[config.mk]
export PLATFORM = sky130hd
export DESIGN_NAME = uop_sequencer
export DESIGN_NICKNAME = d
export VERILOG_FILES = /design/src/rtl/uop_sequencer_pkg.sv /design/src/rtl/uop_sequencer_pick.sv /design/src/rtl/uop_sequencer.sv
export SDC_FILE = /design/constraint.sdc
export NUM_CORES = 1
export LEC_CHECK = 0
export CELL_PAD_IN_SITES_DETAIL_PLACEMENT = 1
export CELL_PAD_IN_SITES_GLOBAL_PLACEMENT = 1
export CORE_MARGIN = 4
export CORE_UTILIZATION = 35
export DETAILED_ROUTE_END_ITERATION = 16
export PLACE_DENSITY = 0.82
export SETUP_SLACK_MARGIN = 0.02
export SYNTH_ARGS = -nofsm -noshare
export SYNTH_HDL_FRONTEND = slang
export SYNTH_SLANG_ARGS = --single-unit
[constraint.sdc]
create_clock -name i_clk -period 4.6 [get_ports i_clk]
set_clock_uncertainty 0.2 [all_clocks]
set_input_delay 0.69 -clock i_clk [delete_from_list [all_inputs] [get_ports i_clk]]
set_output_delay 0.69 -clock i_clk [all_outputs]
set_load 0.01 [all_outputs]
[src/rtl/uop_sequencer_pkg.sv]
// Shared micro-op kinds, opcode prefixes and instruction-class decode for the
// instruction expander and the decoder.
package uop_sequencer_pkg;

  localparam int UOP_BITS = 3;

  localparam logic [UOP_BITS-1:0] UOP_PASS     = 3'd0;
  localparam logic [UOP_BITS-1:0] UOP_PUSH_REG = 3'd1;
  localparam logic [UOP_BITS-1:0] UOP_POP_REG  = 3'd2;
  localparam logic [UOP_BITS-1:0] UOP_PUSH_PC  = 3'd3;
  localparam logic [UOP_BITS-1:0] UOP_JUMP     = 3'd4;

  localparam logic [7:0] OP_PUSH_LIST = 8'b0010_0001;
  localparam logic [7:0] OP_POP_LIST  = 8'b0010_0010;
  localparam logic [9:0] OP_CALL      = 10'b0010_0000_01;

  typedef enum logic [1:0] {
    CLS_PASS = 2'd0,
    CLS_PUSH = 2'd1,
    CLS_POP  = 2'd2,
    CLS_CALL = 2'd3
  } inst_cls_e;

  typedef enum logic {
    ST_IDLE = 1'b0,
    ST_BUSY = 1'b1
  } seq_state_e;

  function automatic inst_cls_e decode_cls(input logic [15:0] inst);
    inst_cls_e cls;
    cls = CLS_PASS;
    if (inst[15:8] == OP_PUSH_LIST)     cls = CLS_PUSH;
    else if (inst[15:8] == OP_POP_LIST) cls = CLS_POP;
    else if (inst[15:6] == OP_CALL)     cls = CLS_CALL;
    return cls;
  endfunction

endpackage

[src/rtl/uop_sequencer_pick.sv]
// Picks the highest (i_dir_high=1) or lowest set bit of a register mask and
// returns the mask with that bit cleared. Purely combinational.
module reg_mask_pick #(
  parameter int LOG2_NR = 3
) (
  input  logic [(1<<LOG2_NR)-1:0] i_mask,
  input  logic                    i_dir_high,
  output logic [LOG2_NR-1:0]      o_idx,
  output logic [(1<<LOG2_NR)-1:0] o_remaining
);
  localparam int NR = 1 << LOG2_NR;

  // Scan order is chosen so the last hit is the wanted end of the mask.
  always_comb begin
    o_idx = '0;
    if (i_dir_high) begin
      for (int i = 0; i < NR; i++) begin
        if (i_mask[i]) o_idx = i[LOG2_NR-1:0];
      end
    end else begin
      for (int i = NR - 1; i >= 0; i--) begin
        if (i_mask[i]) o_idx = i[LOG2_NR-1:0];
      end
    end
    o_remaining        = i_mask;
    o_remaining[o_idx] = 1'b0;
  end

endmodule

[src/rtl/uop_sequencer.sv]
// Expands one 16-bit instruction into 1..NR micro-ops (register-list push/pop,
// two-step call, single pass-through), one per accepted uop_done.
import uop_sequencer_pkg::*;

module uop_sequencer #(
  parameter int LOG2_NR  = 3,
  parameter int IDX_BITS = $clog2(1 << LOG2_NR)
) (
  input  logic                i_clk,
  input  logic                i_reset,
  input  logic                i_inst_valid,
  input  logic [15:0]         i_inst,
  output logic                o_inst_done,
  output logic                o_uop_valid,
  output logic [UOP_BITS-1:0] o_uop_kind,
  output logic [LOG2_NR-1:0]  o_uop_reg,
  output logic [IDX_BITS-1:0] o_uop_index,
  output logic                o_uop_last,
  input  logic                i_uop_done
);
  localparam int NR = 1 << LOG2_NR;

  seq_state_e          r_state, w_state_nxt;
  logic [NR-1:0]       r_pend_mask, w_pend_nxt;
  logic [IDX_BITS-1:0] r_uop_index, w_index_nxt;

  inst_cls_e           w_cls;
  logic                w_is_list;
  logic [NR-1:0]       w_inst_mask;
  logic [NR-1:0]       w_active_mask;
  logic [NR-1:0]       w_remaining;
  logic [LOG2_NR-1:0]  w_pick_idx;
  logic                w_empty;
  logic                w_advance;

  assign w_cls         = decode_cls(i_inst);
  assign w_is_list     = (w_cls == CLS_PUSH) || (w_cls == CLS_POP);
  assign w_inst_mask   = i_inst[NR-1:0];
  assign w_active_mask = (r_state == ST_BUSY) ? r_pend_mask : w_inst_mask;

  reg_mask_pick #(.LOG2_NR(LOG2_NR)) u_pick (
    .i_mask      (w_active_mask),
    .i_dir_high  (w_cls == CLS_PUSH),
    .o_idx       (w_pick_idx),
    .o_remaining (w_remaining)
  );

  // An empty list completes immediately without presenting any micro-op.
  assign w_empty = i_inst_valid && w_is_list && (r_state == ST_IDLE) && (w_inst_mask == '0);

  always_comb begin
    o_uop_valid = i_inst_valid && !w_empty;
    o_uop_index = r_uop_index;
    o_uop_kind  = UOP_PASS;
    o_uop_reg   = '0;
    o_uop_last  = 1'b1;
    case (w_cls)
      CLS_PUSH: begin
        o_uop_kind = UOP_PUSH_REG;
        o_uop_reg  = w_pick_idx;
        o_uop_last = (w_remaining == '0);
      end
      CLS_POP: begin
        o_uop_kind = UOP_POP_REG;
        o_uop_reg  = w_pick_idx;
        o_uop_last = (w_remaining == '0);
      end
      CLS_CALL: begin
        o_uop_kind = (r_uop_index == '0) ? UOP_PUSH_PC : UOP_JUMP;
        o_uop_last = (r_uop_index == IDX_BITS'(1));
      end
      default: ;
    endcase
    w_advance   = o_uop_valid && i_uop_done && !o_uop_last;
    o_inst_done = (o_uop_valid && i_uop_done && o_uop_last) || w_empty;
  end

  always_comb begin
    w_state_nxt = r_state;
    w_pend_nxt  = r_pend_mask;
    w_index_nxt = r_uop_index;
    // Dropping inst_valid mid-sequence is an abort: the sequence is discarded.
    if (!i_inst_valid || o_inst_done) begin
      w_state_nxt = ST_IDLE;
      w_pend_nxt  = '0;
      w_index_nxt = '0;
    end else if (w_advance) begin
      w_state_nxt = ST_BUSY;
      w_pend_nxt  = w_remaining;
      w_index_nxt = r_uop_index + IDX_BITS'(1);
    end
  end

  always_ff @(posedge i_clk) begin
    if (i_reset) begin
      r_state     <= ST_IDLE;
      r_pend_mask <= '0;
      r_uop_index <= '0;
    end else begin
      r_state     <= w_state_nxt;
      r_pend_mask <= w_pend_nxt;
      r_uop_index <= w_index_nxt;
    end
  end

endmodule

==> results.cfg, run 1 <==
[floorplan]
initial_core_util = 0.367
rows = 22
io-pin-count = 32
fp.coreArea_um2 = 3690
die_height_um = 70.2
die-width_um = 70.2
dieArea_um2 = 4930

[critical_path]
reg2reg_from = r_state
rr_worst_depth = 10
timing.rr.end = r_pend_mask[0]
crit_path_cell_trace = clkdlybuf4s50_1 -> or4b_4 -> buf_4 -> nor3_2 -> a31oi_2 -> and2_1 -> o32a_1 -> a2111o_1 -> a21boi_1 -> o21a_1 -> dlygate4sd2_1
end_kind = output port
critical_path_class = input port to output port
cp_max_fo = 4
slowest_delay_ns = 0.57
critPathRequiredTime_ns = 3.71
r2r_slack_ns = 1.20
crit_path_top_delay_cell = or4b_4
setup.worst_path.start = i_inst[12]
crit_arrival_ns = 3.52
crit_end = o_inst_done
cp-start-kind = input port

[timing]
final_hold_viol_count = 0
slew_violations = 0
finalSetupViolCount = 0
timing.hold.ws_ns = 0.289
setup-tns-final_ns = 0
max_slew_margin = 0.631
min_period_over_period = 0.958
worst_pin_slew_ns = 0.552
max_freq_ghz = 0.227
rsz0062_at_grt = no
period_minus_slack_ns = 4.41

[cts]
cts_buffers = 3
cts_tree = built
clock_insertion_delay_worst_skew_ns = 0.24
cts.reportedPaths.clkPinSlew_ns = 0.05
root_buffer = clkbuf_8
post_cts_buffers = 0
holdBufCountCts = 0
clockBufferDepth = 2
clock_sinks = 12
htreeDepth = 1

[layout]
fin_nets = 265
fillCellCount = 489
drive_gt1_frac = 0.204
utilization = 0.534
syn2layout_area_growth_pct = 45.4
antennaDiodeCount = 0

[route]
ant_nets = 0
drt_first_pass_iters = 4
drt-wirelength-per-cell_um = 17.6
vias_per_cell = 5.77
drt_iter0_markers = 72
drc_errors = 0
drt-total-wl_um = 5060
num_vias = 1663

[logic_synthesis]
yosysWarnings = 0
yosysSeqAreaShare = 0.177
syn_area_um2 = 1350
ys_seq_elements = 12
ys.flop_type = dfxtp_1
async_flop_share = 0
synth_edf_count = 0
synthesis.nets = 213
ys_types = 52
syn_avg_cell_area_um2 = 7.13
synth_cells = 190

[power_and_ir_drop]
power.leakage_nw = 0.715
powerDensity_nw_per_um2 = 144
max-vdd-ir-drop_mv = 0.195

[place]
dp_hpwl_um = 3930
gp_congestion = 0.934
io_buffers = 31

[hold_path]
hold_path_class = flop to flop

[global_routing]
grt_pass1_wl_um = 8510
antenna_found_initial = 0
grt.overflow.total = 0
grt_max_degree = 26
grt_usage = 0.211
grt_pass1_vias = 1798

[run]
cap_viol_max_count = 0

[run_status]
status = complete, no violations
stage by stage:
stage	setup WS, ns	power (W)	instance area (um2)	instances
after floorplan	0.688	0.000144	1350	190
after global placement	-0.115	0.000186	1880	285
after CTS	0.197	0.000286	1960	288
after detailed placement	-0.156	0.000187	1880	285
final	0.193	0.000283	1970	288
after global routing	0.0284	0.000300	1970	288
worst min path at each step:
| stage | startpoint | to | depth (start not counted) |
|---|---|---|---|
| finish | o_uop_index[2] | o_uop_index[2] | 2 |
| global route | o_uop_index[2] | o_uop_index[2] | 2 |
| CTS | o_uop_index[2] | o_uop_index[2] | 2 |
| detailed placement | o_uop_index[2] | o_uop_index[2] | 2 |
| global placement | o_uop_index[2] | o_uop_index[2] | 2 |
| floorplan | r_pend_mask[0] | r_pend_mask[0] | 2 |
cells in the final DEF (no fill, tap or decap), types with 6 or more instances in the layout:
master / n
nand2_1: 25
o21ai_1: 9
inv_1: 6
buf_4: 26
nor3_1: 9
mux2i_1: 6
dfxtp_1: 12
clkdlybuf4s50_1: 29
a21oi_1: 6
nor2_1: 11
nor2b_1: 11
cells in the mapped netlist (all sizes together), types with 2 or more instances:
cell type  instances  share of area
a21o               3          0.017
o211ai             2          0.011
a21oi              7          0.026
a22o               2          0.013
or2                2         0.0092
nor2b             11          0.051
or3b               4          0.026
o2111ai            2          0.013
nand2b             3          0.014
and3               2         0.0092
mux2               4          0.033
or3                4          0.018
nor3              11          0.041
dfxtp             12           0.18
nand3              2         0.0074
or4b               2          0.015
nor2              11          0.030
and3b              2          0.013
a211oi             6          0.033
buf                6          0.021
nand2             25          0.069
a221o              2          0.015
clkbuf             4          0.011
a2bb2oi            2          0.013
o21ai             14          0.052
nor3b              5          0.028
o22ai              5          0.023
mux2i              6          0.044
inv                6          0.017
nor4               3          0.014
ha                 3          0.028
power breakdown:
part | switching, W | internal [W] | leakage [nW]
registers | 0.000000155 | 0.000104 | 0.0966
clock network | 0.0000359 | 0.0000574 | 0.0216
logic | 0.0000416 | 0.0000437 | 0.597
state kept, by name, indices dropped and copies added, names as in the netlist:
register and flops:
r_pend_mask 8, r_state 1, o_uop_index 3
critical path: cells and delay by family:
family / cells / cell delay (ns)
AOI/OAI and AO/OA: 5 / 1.03
buffers and inverters: 3 / 0.85
and+or+nand+nor: 3 / 0.96
layout make-up:
cell class / count / area [um2] / area share
multi-input cells: 162 / 1100 / 0.559
repair buffers: 57 / 503 / 0.256
flip-flops and latches: 12 / 240 / 0.122
well taps: 48 / 60.1 / 0.0305
clock buffers: 3 / 41.3 / 0.0210
inverters: 6 / 22.5 / 0.0114
timing repair:
action                     CTS  global route
gates resized for setup     12             2
hold endpoints to repair     0             0
setup endpoints to repair    2             1
per-layer routing:
layer,share of wire,track usage,vias to the layer above,routed length (um)
li1,-,-,815,-
met1,0.46,0.265,792,2330
met2,0.48,0.356,43,2440
met3,0.032,0.0173,13,161
met4,0.026,0.109,0,131
met5,0,0,-,0
kinds of logic (layout without fill, tap and decap cells):
kind of cell,after synthesis,count (layout),share of synthesized area
XOR/XNOR,1,1,0.00647
AND/OR/NAND/NOR,91,91,0.372
buffers and inverters,16,66,0.0490
adder cells (fa/ha/maj),3,3,0.0277
multiplexers,10,10,0.0776
AO/OA/AOI/OAI,57,57,0.290
flip-flops,12,12,0.177
Power figures use the tool's default switching activity.
==> run 2, diff against run 1 <==
Settings changed: CORE_MARGIN 4 to 10.
==> results.cfg, run 2 (synthesized netlist as in run 1, its figures left out) <==
[floorplan]
initial_core_util = 0.367
die-width_um = 82.2
die_height_um = 82.2
dieArea_um2 = 6760
fp.coreArea_um2 = 3690
io-pin-count = 32
rows = 22

[timing]
worst_pin_slew_ns = 0.756
max_slew_margin = 0.495
slew_violations = 0
setup-tns-final_ns = 0
max_freq_ghz = 0.223
period_minus_slack_ns = 4.48
min_period_over_period = 0.973
final_hold_viol_count = 0
finalSetupViolCount = 0
setup_ws_ns = 0.122

[cts]
post_cts_buffers = 0
cts_tree = built
cts.reportedPaths.clkPinSlew_ns = 0.05
clock_sinks = 12
clock_insertion_delay_worst_skew_ns = 0.24
htreeDepth = 1
holdBufCountCts = 0
clockBufferDepth = 2
cts_buffers = 3
root_buffer = clkbuf_8

[global_routing]
antenna_found_initial = 0
grt_pass1_vias = 1762
grt_pass1_wl_um = 8830
grt.overflow.total = 0
grt_max_degree = 32
grt_usage = 0.162

[power_and_ir_drop]
p_int_w = 0.000225
finalPower_w = 0.000309
power_frac_comb = 0.289
seq_power_share = 0.337
switching_share = 0.272
switching_power_w = 0.0000841
powerDensity_nw_per_um2 = 153
max-vdd-ir-drop_mv = 0.177
power.leakage_nw = 0.742
p_clk_frac = 0.374

[layout]
final_common_cell = clkdlybuf4s50_1
syn2layout_area_growth_pct = 49.5
final_cell_mix = clkdlybuf4s50_1 (29), buf_4 (26), nand2_1 (25)
regMostFlops = r_pend_mask
largest_reg_flops = 8
final_cell_area_um2 = 2020
antennaDiodeCount = 0
fillCellCount = 477
regArea_um2 = 240
drive_gt1_frac = 0.219
multiInputGateArea_um2 = 1120
fin_nets = 266

[route]
num_vias = 1718
vias_per_cell = 5.92
drt-wirelength-per-cell_um = 19.4
ant_nets = 0
drc_errors = 0
drt-total-wl_um = 5620
drt_iter0_markers = 117
drt_first_pass_iters = 4

[critical_path]
cp_top_family = compound AO/OA/AOI/OAI gates
crit_path_top_delay_cell = or4b_4
crit_arrival_ns = 3.59
cp_max_fo = 5
critPathBufInv = 3
cp-start-kind = input port
crit_path_cell_trace = clkdlybuf4s50_1 -> or4b_4 -> buf_4 -> nor3_2 -> a31oi_2 -> and2_4 -> o32a_1 -> a2111o_1 -> a21boi_1 -> o21a_1 -> dlygate4sd2_1
critPathRequiredTime_ns = 3.71
slowest_delay_ns = 0.55
end_kind = output port
critical_path_class = input port to output port

[hold_path]
hold_path_class = flop to flop

[place]
postPlaceCellArea_um2 = 1900
post-place-ws_ns = -0.157
gp_congestion = 0.914
io_buffers = 31
dp_hpwl_um = 4380

[run_status]
status = complete, no violations

[run]
cap_viol_max_count = 0
run 2: cell count changes in the layout (fill, tap and decap cells not counted), sizes merged:
cell / delta
clkbuf: +1
buf: +1
run 2: through the flow:
stage / std cells / hold WS (ns) / utilization
6_report: 290 / 0.281 / 0.549
4_1_cts: 290 / 0.287 / 0.531
3_3_place_gp: 286 / 0.270 / 0.514
5_1_grt: 290 / 0.323 / 0.549
3_5_place_dp: 286 / 0.274 / 0.514
2_1_floorplan: 190 / 0.247 / -
run 2: layer usage:
metal | up-vias | share of wire | track usage
li1 | 823 | - | -
met1 | 829 | 0.43 | 0.201
met2 | 58 | 0.50 | 0.285
met3 | 8 | 0.056 | 0.0227
met4 | 0 | 0.015 | 0.0425
met5 | - | 0 | 0
run 2: timing repair:
| action | in CTS | in global routing |
|---|---|---|
| endpoints found under the setup margin | 2 | 2 |
| pin swaps | 1 | 0 |
| gates resized for setup | 5 | 13 |
run 2: worst paths after layout:
check	depth (start not counted)	to	from	slack [ns]
hold / removal	2	r_state	r_state	0.28
setup / recovery	11	o_inst_done	i_inst[12]	0.12
hold reg to reg	2	r_state	r_state	0.28
setup reg to reg	11	r_pend_mask[7]	r_state	1.16
run 2: cell type report:
cell class	instances	share of cell area
inverters	6	0.0111
clock buffers	4	0.0272
multi-input cells	162	0.555
flip-flops and latches	12	0.119
repair buffers	58	0.258
well taps	48	0.0297
run 2: worst register-to-register path, delay by kind of cell (launching register included):
| family | cells | cell delay [ns] |
|---|---|---|
| AO/OA/AOI/OAI | 5 | 1.17 |
| flip-flops | 1 | 0.37 |
| AND/OR/NAND/NOR | 3 | 1.01 |
| buffers and inverters | 3 | 0.56 |
run 2: power by group through the flow:
stage | Sequential, W | Clock, W | Combinational [W]
5_1_grt | 0.000104 | 0.000121 | 0.0000963
3_3_place_gp | 0.000106 | 0 | 0.0000812
3_5_place_dp | 0.000106 | 0 | 0.0000831
6_report | 0.000104 | 0.000116 | 0.0000894
4_1_cts | 0.000104 | 0.000118 | 0.0000839
2_1_floorplan | 0.000106 | 0 | 0.0000372
==> run 3, diff against run 2 <==
Settings changed: CTS_CLUSTER_DIAMETER from default to 50.
==> results of run 3 <==
The final DEF is identical to that of run 2; final timing and power are the same.
